$ cat config.mk
export PLATFORM = sky130hd
export DESIGN_NAME = corefifo_fwft_axis_bridge
export DESIGN_NICKNAME = d
export VERILOG_FILES = /design/src/rtl/corefifo_fwft_axis_bridge.sv
export SDC_FILE = /design/constraint.sdc
export NUM_CORES = 1
export LEC_CHECK = 0
export ABC_AREA = 1
export CORE_ASPECT_RATIO = 1.25
export CORE_MARGIN = 4
export CORE_UTILIZATION = 46
export CTS_BUF_LIST = sky130_fd_sc_hd__clkbuf_2 sky130_fd_sc_hd__clkbuf_4 sky130_fd_sc_hd__clkbuf_8
export DETAILED_ROUTE_END_ITERATION = 8
export MAX_ROUTING_LAYER = met4
export PLACE_DENSITY = 0.88
export SYNTH_ARGS = -nofsm -noshare
export SYNTH_HDL_FRONTEND = slang
export SYNTH_SLANG_ARGS = --single-unit
export TNS_END_PERCENT = 50
$ cat constraint.sdc
create_clock -name pos_rclk -period 2.22 [get_ports pos_rclk]
set_clock_uncertainty 0.1 [all_clocks]
set_input_delay 0.666 -clock pos_rclk [delete_from_list [all_inputs] [get_ports pos_rclk]]
set_output_delay 0.666 -clock pos_rclk [all_outputs]
set_load 0.02 [all_outputs]
$ cat src/rtl/corefifo_fwft_axis_bridge.sv
// corefifo_fwft_axis_bridge: FWFT-to-valid/ready bridge with a 2-entry skid buffer and optional tlast framing.
// Optional framing is enabled by defining CoreFIFO_FWFT_AXIS_PKT_EN.
module corefifo_fwft_axis_bridge #(
  parameter int RWIDTH   = 10,
  parameter int PKT_LEN  = 16,
  parameter bit READ_LOW = 1
) (
  input  logic              pos_rclk,
  input  logic              aresetn_rclk,
  input  logic              sresetn_rclk,
  input  logic              fifo_empty,
  input  logic [RWIDTH-1:0] fifo_dout,
  output logic              fifo_rd_en,
  output logic              m_tvalid,
  input  logic              m_tready,
  output logic [RWIDTH-1:0] m_tdata,
  output logic              m_tlast,
  output logic [15:0]       pkt_cnt
);
  if (PKT_LEN < 1 || PKT_LEN > 65535) begin : g_pkt_len_chk
    $error("PKT_LEN must be in 1..65535");
  end
  logic [1:0]        cnt_q, cnt_d;
  logic [RWIDTH-1:0] slot0_q, slot0_d, slot1_q, slot1_d;
  logic              pop, acc, fill0, fill1;
  // Pop is held off during reset so the FWFT stage keeps its head word.
  assign pop        = aresetn_rclk && sresetn_rclk && !fifo_empty && cnt_q != 2'd2;
  assign fifo_rd_en = READ_LOW ? !pop : pop;
  assign acc        = m_tvalid && m_tready;
  assign fill0      = pop && (cnt_q == 2'd0 || acc);
  assign fill1      = pop && !acc && cnt_q == 2'd1;
  assign m_tvalid   = cnt_q != 2'd0;
  assign m_tdata    = slot0_q;
  always_comb begin
    cnt_d   = !sresetn_rclk ? 2'd0 : cnt_q + 2'(pop && !acc) - 2'(acc && !pop);
    slot0_d = !sresetn_rclk ? '0 : fill0 ? fifo_dout : acc ? slot1_q : slot0_q;
    slot1_d = !sresetn_rclk ? '0 : fill1 ? fifo_dout : slot1_q;
  end
  always_ff @(posedge pos_rclk or negedge aresetn_rclk) begin
    if (!aresetn_rclk) begin
      cnt_q   <= 2'd0;
      slot0_q <= '0;
      slot1_q <= '0;
    end else begin
      cnt_q   <= cnt_d;
      slot0_q <= slot0_d;
      slot1_q <= slot1_d;
    end
  end
`ifdef CoreFIFO_FWFT_AXIS_PKT_EN
  localparam logic [15:0] LAST = 16'(PKT_LEN - 1);
  logic        last0_q, last0_d, last1_q, last1_d, plast;
  logic [15:0] pidx_q, pidx_d, wcnt_q, wcnt_d, pkt_q, pkt_d;
  // pidx tracks the packet index of the next word to be pushed; tlast travels with the word.
  assign plast   = pidx_q == LAST;
  assign m_tlast = m_tvalid && last0_q;
  assign pkt_cnt = pkt_q;
  always_comb begin
    pidx_d  = !sresetn_rclk ? 16'd0 : pop ? (plast ? 16'd0 : pidx_q + 16'd1) : pidx_q;
    last0_d = !sresetn_rclk ? 1'b0 : fill0 ? plast : acc ? last1_q : last0_q;
    last1_d = !sresetn_rclk ? 1'b0 : fill1 ? plast : last1_q;
    wcnt_d  = !sresetn_rclk ? 16'd0 : acc ? (last0_q ? 16'd0 : wcnt_q + 16'd1) : wcnt_q;
    pkt_d   = !sresetn_rclk ? 16'd0 : (acc && last0_q) ? pkt_q + 16'd1 : pkt_q;
  end
  always_ff @(posedge pos_rclk or negedge aresetn_rclk) begin
    if (!aresetn_rclk) begin
      pidx_q  <= 16'd0;
      last0_q <= 1'b0;
      last1_q <= 1'b0;
      wcnt_q  <= 16'd0;
      pkt_q   <= 16'd0;
    end else begin
      pidx_q  <= pidx_d;
      last0_q <= last0_d;
      last1_q <= last1_d;
      wcnt_q  <= wcnt_d;
      pkt_q   <= pkt_d;
    end
  end
`else
  assign m_tlast = 1'b0;
  assign pkt_cnt = 16'd0;
`endif
endmodule

### Word level (Yosys, flattened, before mapping)

Cells that the tools add are included.
W data, S select, Z words.

| word-level totals | value |
|---|---|
| memories kept | 0 |
| memory bits (writable) | 0 |
| word-level logic and storage cells | 29 |
| input port bits | 15 |
| register bits after elaboration | 22 |
| output and inout port bits | 29 |
| ROM bits | 0 |
| latch bits | 0 |

| operators by class | value |
|---|---|
| equal/unequal tests | 4 |
| add/sub/neg operators | 2 |
| multipliers | 0 |
| bitwise gates (word level) | 0 |
| shifts and indexed selects | 0 |
| muxes and demuxes | 6 |
| reductions and logical operators | 14 |
| magnitude comparators | 0 |
| divide/modulo/power cells | 0 |

Operators by type and width:

| kind | number |
|---|---|
| $mux W10 | 5 |
| $logic_and A1 B1 Y1 | 8 |
| $logic_not A1 Y1 | 3 |
| $ne A3 B1 Y1 const B | 1 |
| $add A2 B1 Y2 | 1 |
| $eq A2 B1 Y1 const B | 1 |
| $logic_not A2 Y1 | 1 |
| $mux W2 | 1 |
| $ne A2 B1 Y1 const B | 1 |
| $ne A2 B2 Y1 const B | 1 |
| $reduce_bool A2 Y1 | 1 |
| $sub A2 B1 Y2 | 1 |
| $logic_or A1 B1 Y1 | 1 |

### Depth between registers and ports, before layout

Gate-level depths: netlist of the first run.

| logic depth | value |
|---|---|
| depth after elaboration | 7 |
| depth in mapped cells | 10 |
| gate-level depth less buffers | 9 |

### Least setup slack after synthesis of the first run

No wires, ideal clock.

| path | value |
|---|---|
| path kind | input port to flip-flop |
| start | input port aresetn_rclk |
| end | register slot1_q[0] |
| path buffers | 2 |
| stages on the path | 10 |
| setup slack | 0.078 ns |
| arrival time | 1.919 ns |
| required time | 1.997 ns |
| cell sequence | nand2_1 -> nor2_2 -> buf_2 -> nand2_1 -> inv_1 -> ha_1 -> nand3_1 -> buf_2 -> nand3_1 -> o21ai_1 |

| on the way | value |
|---|---|
| longest elaborated chain between the ends | 6 |

RTL lines:

| what | line | source |
|---|---|---|
| start, declared | 9 | `input logic aresetn_rclk,` |
| $logic_and A1 B1 Y1 (3 in a row) | 27 | `assign pop = aresetn_rclk && sresetn_rclk && !fifo_empty && cnt_q != 2'd2;` |
| $logic_and A1 B1 Y1 (2 in a row) | 31 | `assign fill1 = pop && !acc && cnt_q == 2'd1;` |
| $ne A2 B1 Y1 (no source line) | n/a |  |
| end signal, assigned | 47 | `slot1_q <= slot1_d;` |
| end, declared | 24 | `logic [RWIDTH-1:0] slot0_q, slot0_d, slot1_q, slot1_d;` |

No other way between the ends.
A chain may end at the register's enable or synchronous reset.

### Final worst setup path of the first run

| path | value |
|---|---|
| start | input port aresetn_rclk |
| end | output port fifo_rd_en |

| on the way | value |
|---|---|
| longest elaborated chain between the ends | 4 |

RTL lines:

| what | line | source |
|---|---|---|
| $logic_and A1 B1 Y1 (3 in a row) | 27 |  |
| $logic_not A1 Y1 | 28 | `assign fifo_rd_en = READ_LOW ? !pop : pop;` |
| end, declared | 13 | `output logic fifo_rd_en,` |

No other way between the ends.

==> results of run 1 <==
-- Yosys cell counts (2+ instances only) --
master / number / area [um2]
nand2_1: 72 / 270
dfrtp_1: 22 / 551
buf_4: 17 / 128
nand4_1: 10 / 62.6
inv_1: 8 / 30.0
nand3_1: 7 / 35.0
a21oi_1: 5 / 25.0
o21ai_1: 5 / 25.0
buf_2: 4 / 20.0
ha_1: 3 / 37.5
clkbuf_1: 2 / 7.51
inv_2: 2 / 7.51
-- how the worst min path moves through the flow --
stage | startpoint | endpoint | slack (ps) | depth (start not counted)
after floorplan | aresetn_rclk | cnt_q[0]$_DFF_PN0_ | 270 | 0
after global routing | m_tdata[1]$_DFFE_PN0P_ | m_tdata[1]$_DFFE_PN0P_ | 410 | 2
after CTS | m_tdata[7]$_DFFE_PN0P_ | m_tdata[7]$_DFFE_PN0P_ | 390 | 2
after global placement | m_tdata[2]$_DFFE_PN0P_ | m_tdata[2]$_DFFE_PN0P_ | 360 | 2
after detailed placement | m_tdata[7]$_DFFE_PN0P_ | m_tdata[7]$_DFFE_PN0P_ | 360 | 2
final | m_tdata[7]$_DFFE_PN0P_ | m_tdata[7]$_DFFE_PN0P_ | 390 | 2
-- layer usage --
layer / vias up / GRT usage
li1: 558 / -
met3: 7 / 0.0135
met5: - / -
met2: 54 / 0.259
met4: 0 / 0.0935
met1: 483 / 0.208
-- stage by stage --
step	std cells	TNS (ps)	cell area [um2]	hold slack (ps)	power, uW
2_1_floorplan	180	0	1320	270	631
3_5_place_dp	229	-4000	1560	364	725
3_3_place_gp	229	-2530	1560	361	721
6_report	233	0	1600	390	929
5_1_grt	233	0	1600	406	983
4_1_cts	233	0	1590	394	930
-- power by group --
part           switching, uW  leakage [uW]  internal [uW]  total [uW]
registers               16.0      0.000306            422         438
logic                    169      0.000539            107         276
clock network            114     0.0000210            100         214
total                    300      0.000866            629         929
-- flip-flops by register name (all words and copies together) (netlist names) --
register and cells:
slot1_q 10, m_tdata 10, cnt_q 2
-- cell families (layout without fill, tap and decap cells) --
kind of cell,Yosys count,in the layout,synth area share
AOI/OAI and AO/OA,11,11,0.0528
buffers and inverters,33,53,0.153
adders and majority gates,3,3,0.0299
and+or+nand+nor,92,92,0.309
other,1,17,0.00299
xor gates and xnor gates,2,2,0.0139
DFF,22,22,0.438
-- critical path, cell delays in order --
cell	delay, ps
dlygate4sd2_1	240
nand2_2	80
nor2_2	110
nand2_2	80
buf_6	130
-- layout make-up --
type | count | area [um2] | share of cell area
Inverter | 10 | 37.5 | 0.0234
Clock buffer | 4 | 36.3 | 0.0227
Sequential cell | 22 | 551 | 0.344
Multi-Input combinational cell | 125 | 578 | 0.361
Timing Repair Buffer | 39 | 358 | 0.223
Tap cell | 33 | 41.3 | 0.0258
-- repair_timing --
item,in CTS,in global routing
pin swaps,1,2
cloned,0,0
setup buffers,0,0
resized for setup,9,3
setup endpoints to repair,2,1
==> results.ini, run 1 <==
[routing]
drc = 0
via_per_inst = 4.73
routed_wl_um = 2630
vias = 1102
drt-met1-wl_um = 1090
wl_met3_um = 202
antenna_left = 0
wl_met2_um = 1260
drtIter0Drc = 30
wl_per_cell_um = 11.3
firstDrtPassIters = 4
topRoutingLayerUsed = met4

[setup_path]
worst_setup_path_start_kind = input port
r2r-start = cnt_q[0]$_DFF_PN0_
rr_worst_depth = 10
regToRegEndpoint = cnt_q[1]$_DFF_PN0_
critPathKind = input port to output pin
cp.required_ps = 1450
critPathCapture = fifo_rd_en
r2r_slack_ps = 520
crit_start = aresetn_rclk
end_kind = output pin
crit_fanout = 2
cp.arrival_ps = 1310

[grt]
grt_overflow = 0
antenna_found_initial = 0
grt_use_total = 0.167
grt_first_pass_wirelength_um = 4350
first_global_vias = 998
grt_max_degree = 23

[clocking]
cts.sinks = 22
cts_buffers = 3
cts_hold_buffers = 0
cts_root_buf = clkbuf_4
clkLatencyLatePin_ps = 300
cts_tree = done
cts_buffer_depth = 2
clk_pin_slew_ps = 110
h-tree-depth = 1

[floorplanning]
die_w_um = 54.7
coreArea_mm2 = 0.00253
rows = 20
die_area_mm2 = 0.00364
ios = 44
die_y_um = 66.4
initial_core_util = 0.497

[sta]
hold_viol_final = 0
rsz0062_at_grt = no
max_freq_mhz = 481
min_period_ps = 2080
finalSetupViolCount = 0
min_period_over_period = 0.936
slew_violations = 0
fin_ws_ps = 142

[layout]
n_fill_cell = 238
final_common_cell = nand2_1
drive_gt1_frac = 0.125
area_growth_pct = 27.5
finalNetCount = 219
fin_util = 0.634
antennaDiodeCount = 0
final_cell_mix = 70 x nand2_1, 22 x dfrtp_1, 21 x clkdlybuf4s50_1

[pwr]
ir_drop_mv = 0.359
leakage_uw = 0.000866
power_density_mw_per_mm2 = 580

[synth]
ys_warn_count = 0
synth_cell_types = 19
synth-edff-count = 0
ys_ff_latch = 22
async_flop_share = 1.00
synthFlopType = dfrtp_1
synth_area_per_cell_um2 = 7.66
ys_seq_area_frac = 0.438
synthesis.area_mm2 = 0.00126
synthCells = 164

[run]
drv_cap = 0

[placed_design]
place_hpwl_um = 1930
gp_congestion = 0.780
place_ws_ps = -530
portBuffers = 26

[hold_path]
hold_path_class = flop to flop

[outcome]
status = completed

Power figures use the tool's default switching activity.
==> inputs of run 2 (changes only) <==
--- a/config.mk
+++ b/config.mk
@@ -12,7 +12,7 @@
 export CTS_BUF_LIST = sky130_fd_sc_hd__clkbuf_2 sky130_fd_sc_hd__clkbuf_4 sky130_fd_sc_hd__clkbuf_8
 export DETAILED_ROUTE_END_ITERATION = 8
 export MAX_ROUTING_LAYER = met4
-export PLACE_DENSITY = 0.88
+export PLACE_DENSITY = 0.8
 export SYNTH_ARGS = -nofsm -noshare
 export SYNTH_HDL_FRONTEND = slang
 export SYNTH_SLANG_ARGS = --single-unit
==> run 2 against run 1 <==
Against the previous run: register-to-register slack got worse by 160 ps; final cell count increased by 0.86%; core utilization increased by 0.64 points; clock-buffer cell count unchanged; critical path depth decreased by 1; via count increased by 5.8%; design area increased by 1.0%; non-clock buffer count increased by 2; hold slack got worse by 27 ps; sequential share of layout area decreased by 0.35 points; sequential power about the same; sequential cell count unchanged; critical endpoint unchanged.
==> results.ini, run 2 (synthesis results as in run 1) <==
[routing]
routed_wl_um = 2890  ; +9.8%
drc = 0  ; unchanged
drtIter0Drc = 47  ; +57%
vias = 1166  ; +5.8%
wl_per_cell_um = 12.3  ; +8.9%
via_per_inst = 4.96  ; +4.9%
firstDrtPassIters = 4  ; unchanged
antenna_left = 0  ; unchanged

[clocking]
h-tree-depth = 1  ; unchanged
clk_pin_slew_ps = 120  ; about the same
cts_tree = done
cts_buffers = 3  ; unchanged
cts_buffer_depth = 2  ; unchanged
cts_hold_buffers = 0  ; unchanged
clkLatencyLatePin_ps = 300  ; about the same
cts.sinks = 22  ; unchanged
cts_root_buf = clkbuf_4

[placed_design]
place_hpwl_um = 2040  ; +5.7%
placed_area_mm2 = 0.00154  ; -1.4%
gp_congestion = 0.778  ; -0.22%
portBuffers = 26  ; unchanged

[setup_path]
crit_fanout = 2  ; unchanged
cp.arrival_ps = 1430  ; +120 ps
worst_setup_path_start_kind = input port
cp.required_ps = 1450  ; about the same
end_kind = output pin
critPathKind = input port to output pin

[sta]
max_freq_mhz = 456  ; -5.3%
slew_violations = 0  ; unchanged
timing.setup.tns_ps = 0  ; unchanged
min_period_ps = 2190  ; +116 ps
finalSetupViolCount = 0  ; unchanged
hold_viol_final = 0  ; unchanged
min_period_over_period = 0.988  ; +0.0520
whs_ps = 363  ; -27.2 ps
rsz0062_at_grt = yes

[grt]
antenna_found_initial = 0  ; unchanged
first_global_vias = 1131  ; +13%
grt_use_total = 0.175  ; +0.00811
grt_max_degree = 23  ; unchanged
grt_overflow = 0  ; unchanged
grt_first_pass_wirelength_um = 4640  ; +6.6%

[hold_path]
hold_path_class = input port to asynchronous set/reset pin

[layout]
final_common_cell = nand2_1
drive_gt1_frac = 0.134  ; +0.00866
antennaDiodeCount = 0  ; unchanged
area_growth_pct = 28.8
fin_area_mm2 = 0.00162  ; +1.0%
finalNetCount = 221  ; +0.91%
fin_util = 0.640  ; +0.00644
final_cell_mix = 72 x nand2_1, 22 x dfrtp_1, 22 x clkdlybuf4s50_1

[run]
drv_cap = 0  ; unchanged

[floorplanning]
die_area_mm2 = 0.00364  ; unchanged
die_y_um = 66.4  ; unchanged
die_w_um = 54.7  ; unchanged
coreArea_mm2 = 0.00253  ; unchanged
initial_core_util = 0.497  ; unchanged
ios = 44  ; unchanged
rows = 20  ; unchanged

[outcome]
status = completed

[pwr]
power_density_mw_per_mm2 = 584  ; +0.78%
ir_drop_mv = 0.432  ; +20%
leakage_uw = 0.000866  ; about the same

run 2: cell count changes in the layout (fill, tap and decap cells not counted), sizes merged:
cell	previous run	this run
dlymetal6s2s	1	0
clkdlybuf4s50	21	22
buf	14	16
run 2: per-stage QoR:
stage	setup slack (ps)	total power, uW	std cells
final	26.5	945	235
after global routing	-21.7	994	235
after CTS	45.8	940	234
after detailed placement	-483	724	226
after global placement	-464	717	226
after floorplan	78.0	631	180
run 2: routing by layer:
metal	wire length (um)	track usage	up-vias	share of wire
li1	-	-	564	-
met4	13	0.0779	0	0.0045
met1	1060	0.201	548	0.37
met2	1590	0.294	52	0.55
met5	0	-	-	0
met3	221	0.0226	2	0.077
run 2: worst paths after layout:
kind	endpoint	startpoint	slack [ps]	depth (start not counted)
min reg2reg	m_tdata[8]$_DFFE_PN0P_	m_tdata[8]$_DFFE_PN0P_	390	2
max reg2reg	cnt_q[1]$_DFF_PN0_	cnt_q[0]$_DFF_PN0_	360	11
max	fifo_rd_en	fifo_empty	30	4
min	slot1_q[5]$_DFFE_PN0P_	aresetn_rclk	360	2
max in group asynchronous	cnt_q[0]$_DFF_PN0_	aresetn_rclk	1440	2
min in group pos_rclk	m_tdata[8]$_DFFE_PN0P_	m_tdata[8]$_DFFE_PN0P_	390	2
run 2: critical path, cell delays in order:
cell             delay, ps
clkdlybuf4s50_1        420
nor2_2                 100
nand2_1                100
buf_6                  140
run 2: cell type report:
class | instances | area (um2)
inverter | 10 | 37.5
clock buffer | 4 | 36.3
tap | 33 | 41.3
timing repair buffer | 41 | 374
sequential | 22 | 551
multi-input combinational | 125 | 578
fill | 222 | 910
run 2: power by group:
| group | leakage, uW | internal, uW | switching, uW |
|---|---|---|---|
| combinational | 0.000540 | 109 | 175 |
| clock | 0.0000210 | 100 | 121 |
| sequential | 0.000306 | 422 | 17.4 |
run 2: repair_timing:
action / 4_1_cts / 5_1_grt
gates resized for setup: 9 / 4
setup buffers: 4 / 0
setup endpoints to repair: 2 / 10
endpoints found under the hold margin: 0 / 0
cloned: 0 / 1
pin swaps: 2 / 0
==> inputs of run 3 (changes only) <==
--- a/config.mk
+++ b/config.mk
@@ -13,7 +13,8 @@
 export DETAILED_ROUTE_END_ITERATION = 8
 export MAX_ROUTING_LAYER = met4
 export PLACE_DENSITY = 0.8
+export REMOVE_ABC_BUFFERS = 1
 export SYNTH_ARGS = -nofsm -noshare
 export SYNTH_HDL_FRONTEND = slang
 export SYNTH_SLANG_ARGS = --single-unit
-export TNS_END_PERCENT = 50
+export TNS_END_PERCENT = 100
==> run 3 against run 2 <==
Against the previous run: maximum frequency grew 3.5%; first-iteration DRC count shrank 8.5%; global-route usage shrank 0.67 points; die area is the same; via count shrank 1.8%; clock-buffer cell count shrank 1; largest power group unchanged.
==> results.ini, run 3 (synthesis results as in run 1) <==
[sta]
rsz0062_at_grt = no
hold_viol_final = 0  ; unchanged
fin_ws_ps = 101  ; +74.3 ps
min_period_over_period = 0.955  ; -0.0335
slew_violations = 0  ; unchanged
finalSetupViolCount = 0  ; unchanged
min_period_ps = 2120  ; -74.3 ps
max_freq_mhz = 472  ; +3.5%

[clocking]
cts_buffer_depth = 2  ; unchanged
cts_buffers = 3  ; unchanged
cts_hold_buffers = 0  ; unchanged
clkLatencyLatePin_ps = 310  ; about the same
cts_tree = done
cts.sinks = 22  ; unchanged
h-tree-depth = 1  ; unchanged
cts_resized = 10  ; +1
clk_pin_slew_ps = 120  ; about the same
cts_root_buf = clkbuf_4
post-cts-setup-buffers = 0  ; -4

[run]
drv_cap = 0  ; unchanged

[placed_design]
place_inst = 227  ; +0.44%
portBuffers = 26  ; unchanged
gp_congestion = 0.814  ; +4.6%
place_hpwl_um = 2130  ; +4.0%
place_ws_ps = -515  ; -31.9 ps
placed_area_mm2 = 0.00155  ; +0.49%

[layout]
area_growth_pct = 26.9
finalNetCount = 217  ; -1.8%
register_area_um2 = 551  ; unchanged
antennaDiodeCount = 0  ; unchanged
final_cell_mix = 72 x nand2_1, 22 x dfrtp_1, 21 x clkdlybuf4s50_1
fin_cells = 231  ; -1.7%
n_fill_cell = 225  ; +1.4%
multiInputGateArea_um2 = 573  ; -0.87%
drive_gt1_frac = 0.106  ; -0.0276
final_common_cell = nand2_1
fin_area_mm2 = 0.00159  ; -1.5%

[setup_path]
crit_fanout = 2  ; unchanged
rr_worst_depth = 10  ; -1
worst_setup_path_start_kind = input port
end_kind = output pin
cp.arrival_ps = 1350  ; -80 ps
critPathKind = input port to output pin
cp.required_ps = 1450  ; about the same

[floorplanning]
coreArea_mm2 = 0.00253  ; unchanged
rows = 20  ; unchanged
die_y_um = 66.4  ; unchanged
initial_core_util = 0.497  ; unchanged
die_w_um = 54.7  ; unchanged
ios = 44  ; unchanged
die_area_mm2 = 0.00364  ; unchanged

[routing]
wl_met2_um = 1290  ; -19%
wl_per_cell_um = 11.6  ; -6.0%
firstDrtPassIters = 4  ; unchanged
drc = 0  ; unchanged
antenna_left = 0  ; unchanged
wl_met3_um = 229  ; +3.6%
drt-met1-wl_um = 1090  ; +2.4%
vias = 1145  ; -1.8%
via_per_inst = 4.96  ; -0.10%
topRoutingLayerUsed = met4
drtIter0Drc = 43  ; -8.5%
routed_wl_um = 2670  ; -7.6%

[grt]
grt_overflow = 0  ; unchanged
antenna_found_initial = 0  ; unchanged
grt_use_total = 0.168  ; -0.00671
first_global_vias = 1070  ; -5.4%
grt_max_degree = 23  ; unchanged
grt_first_pass_wirelength_um = 4400  ; -5.2%

[pwr]
intPower_uw = 709  ; +12%
power_uw = 1020  ; +7.7%
combPwrFrac = 0.269  ; -0.032
leakage_uw = 0.000855  ; -1.3%
p_switching_uw = 309  ; -1.6%
power_density_mw_per_mm2 = 639  ; +9.3%
ir_drop_mv = 0.360  ; -17%
pwr-share-seq = 0.431  ; -0.034
swShare = 0.304  ; -0.0286
clkPwrFrac = 0.300  ; +0.066

[hold_path]
hold_path_class = input port to asynchronous set/reset pin

[outcome]
status = completed

==> run 3: routing by layer <==
layer / track usage / up-vias
met3: 0.0271 / 7
met2: 0.262 / 61
met4: 0.0903 / 0
li1: - / 552
met1: 0.203 / 525
met5: - / -
==> run 3: cell type report <==
class	instances	share of cell area
Inverter	10	0.0235
Multi-Input combinational cell	125	0.359
Clock inverter	1	0.0188
Timing Repair Buffer	37	0.213
Tap cell	33	0.0259
Sequential cell	22	0.345
Clock buffer	3	0.0141
==> run 3: final timing paths <==
check                                            start                     end  slack (ps)
worst max-delay path                      aresetn_rclk              fifo_rd_en         100
worst min-delay path                      aresetn_rclk  m_tdata[1]$_DFFE_PN0P_         400
worst max register to register      cnt_q[0]$_DFF_PN0_      cnt_q[1]$_DFF_PN0_         480
worst min register to register  m_tdata[4]$_DFFE_PN0P_  m_tdata[4]$_DFFE_PN0P_         400
max in group asynchronous                 aresetn_rclk      cnt_q[0]$_DFF_PN0_        1400
min in group pos_rclk           m_tdata[4]$_DFFE_PN0P_  m_tdata[4]$_DFFE_PN0P_         400
==> run 3: metrics by stage <==
step	TNS, ps	hold WS, ps	util
floorplan	-761	270	-
global placement	-2740	362	0.611
detailed placement	-3460	368	0.611
CTS	0	386	0.631
global route	0	403	0.631
finish	0	396	0.631
==> run 3: worst max-delay path: stages <==
cell and delay, ps:
dlygate4sd2_1 250, nand2_1 80, nor2_2 120, nand2_1 90, buf_6 140
==> run 3: power by group through the flow <==
stage / combinational (uW) / clock (uW) / sequential (uW)
floorplan: 146 / 0 / 453
global placement: 270 / 0 / 445
detailed placement: 277 / 0 / 447
CTS: 273 / 315 / 439
global route: 303 / 329 / 442
finish: 274 / 305 / 439
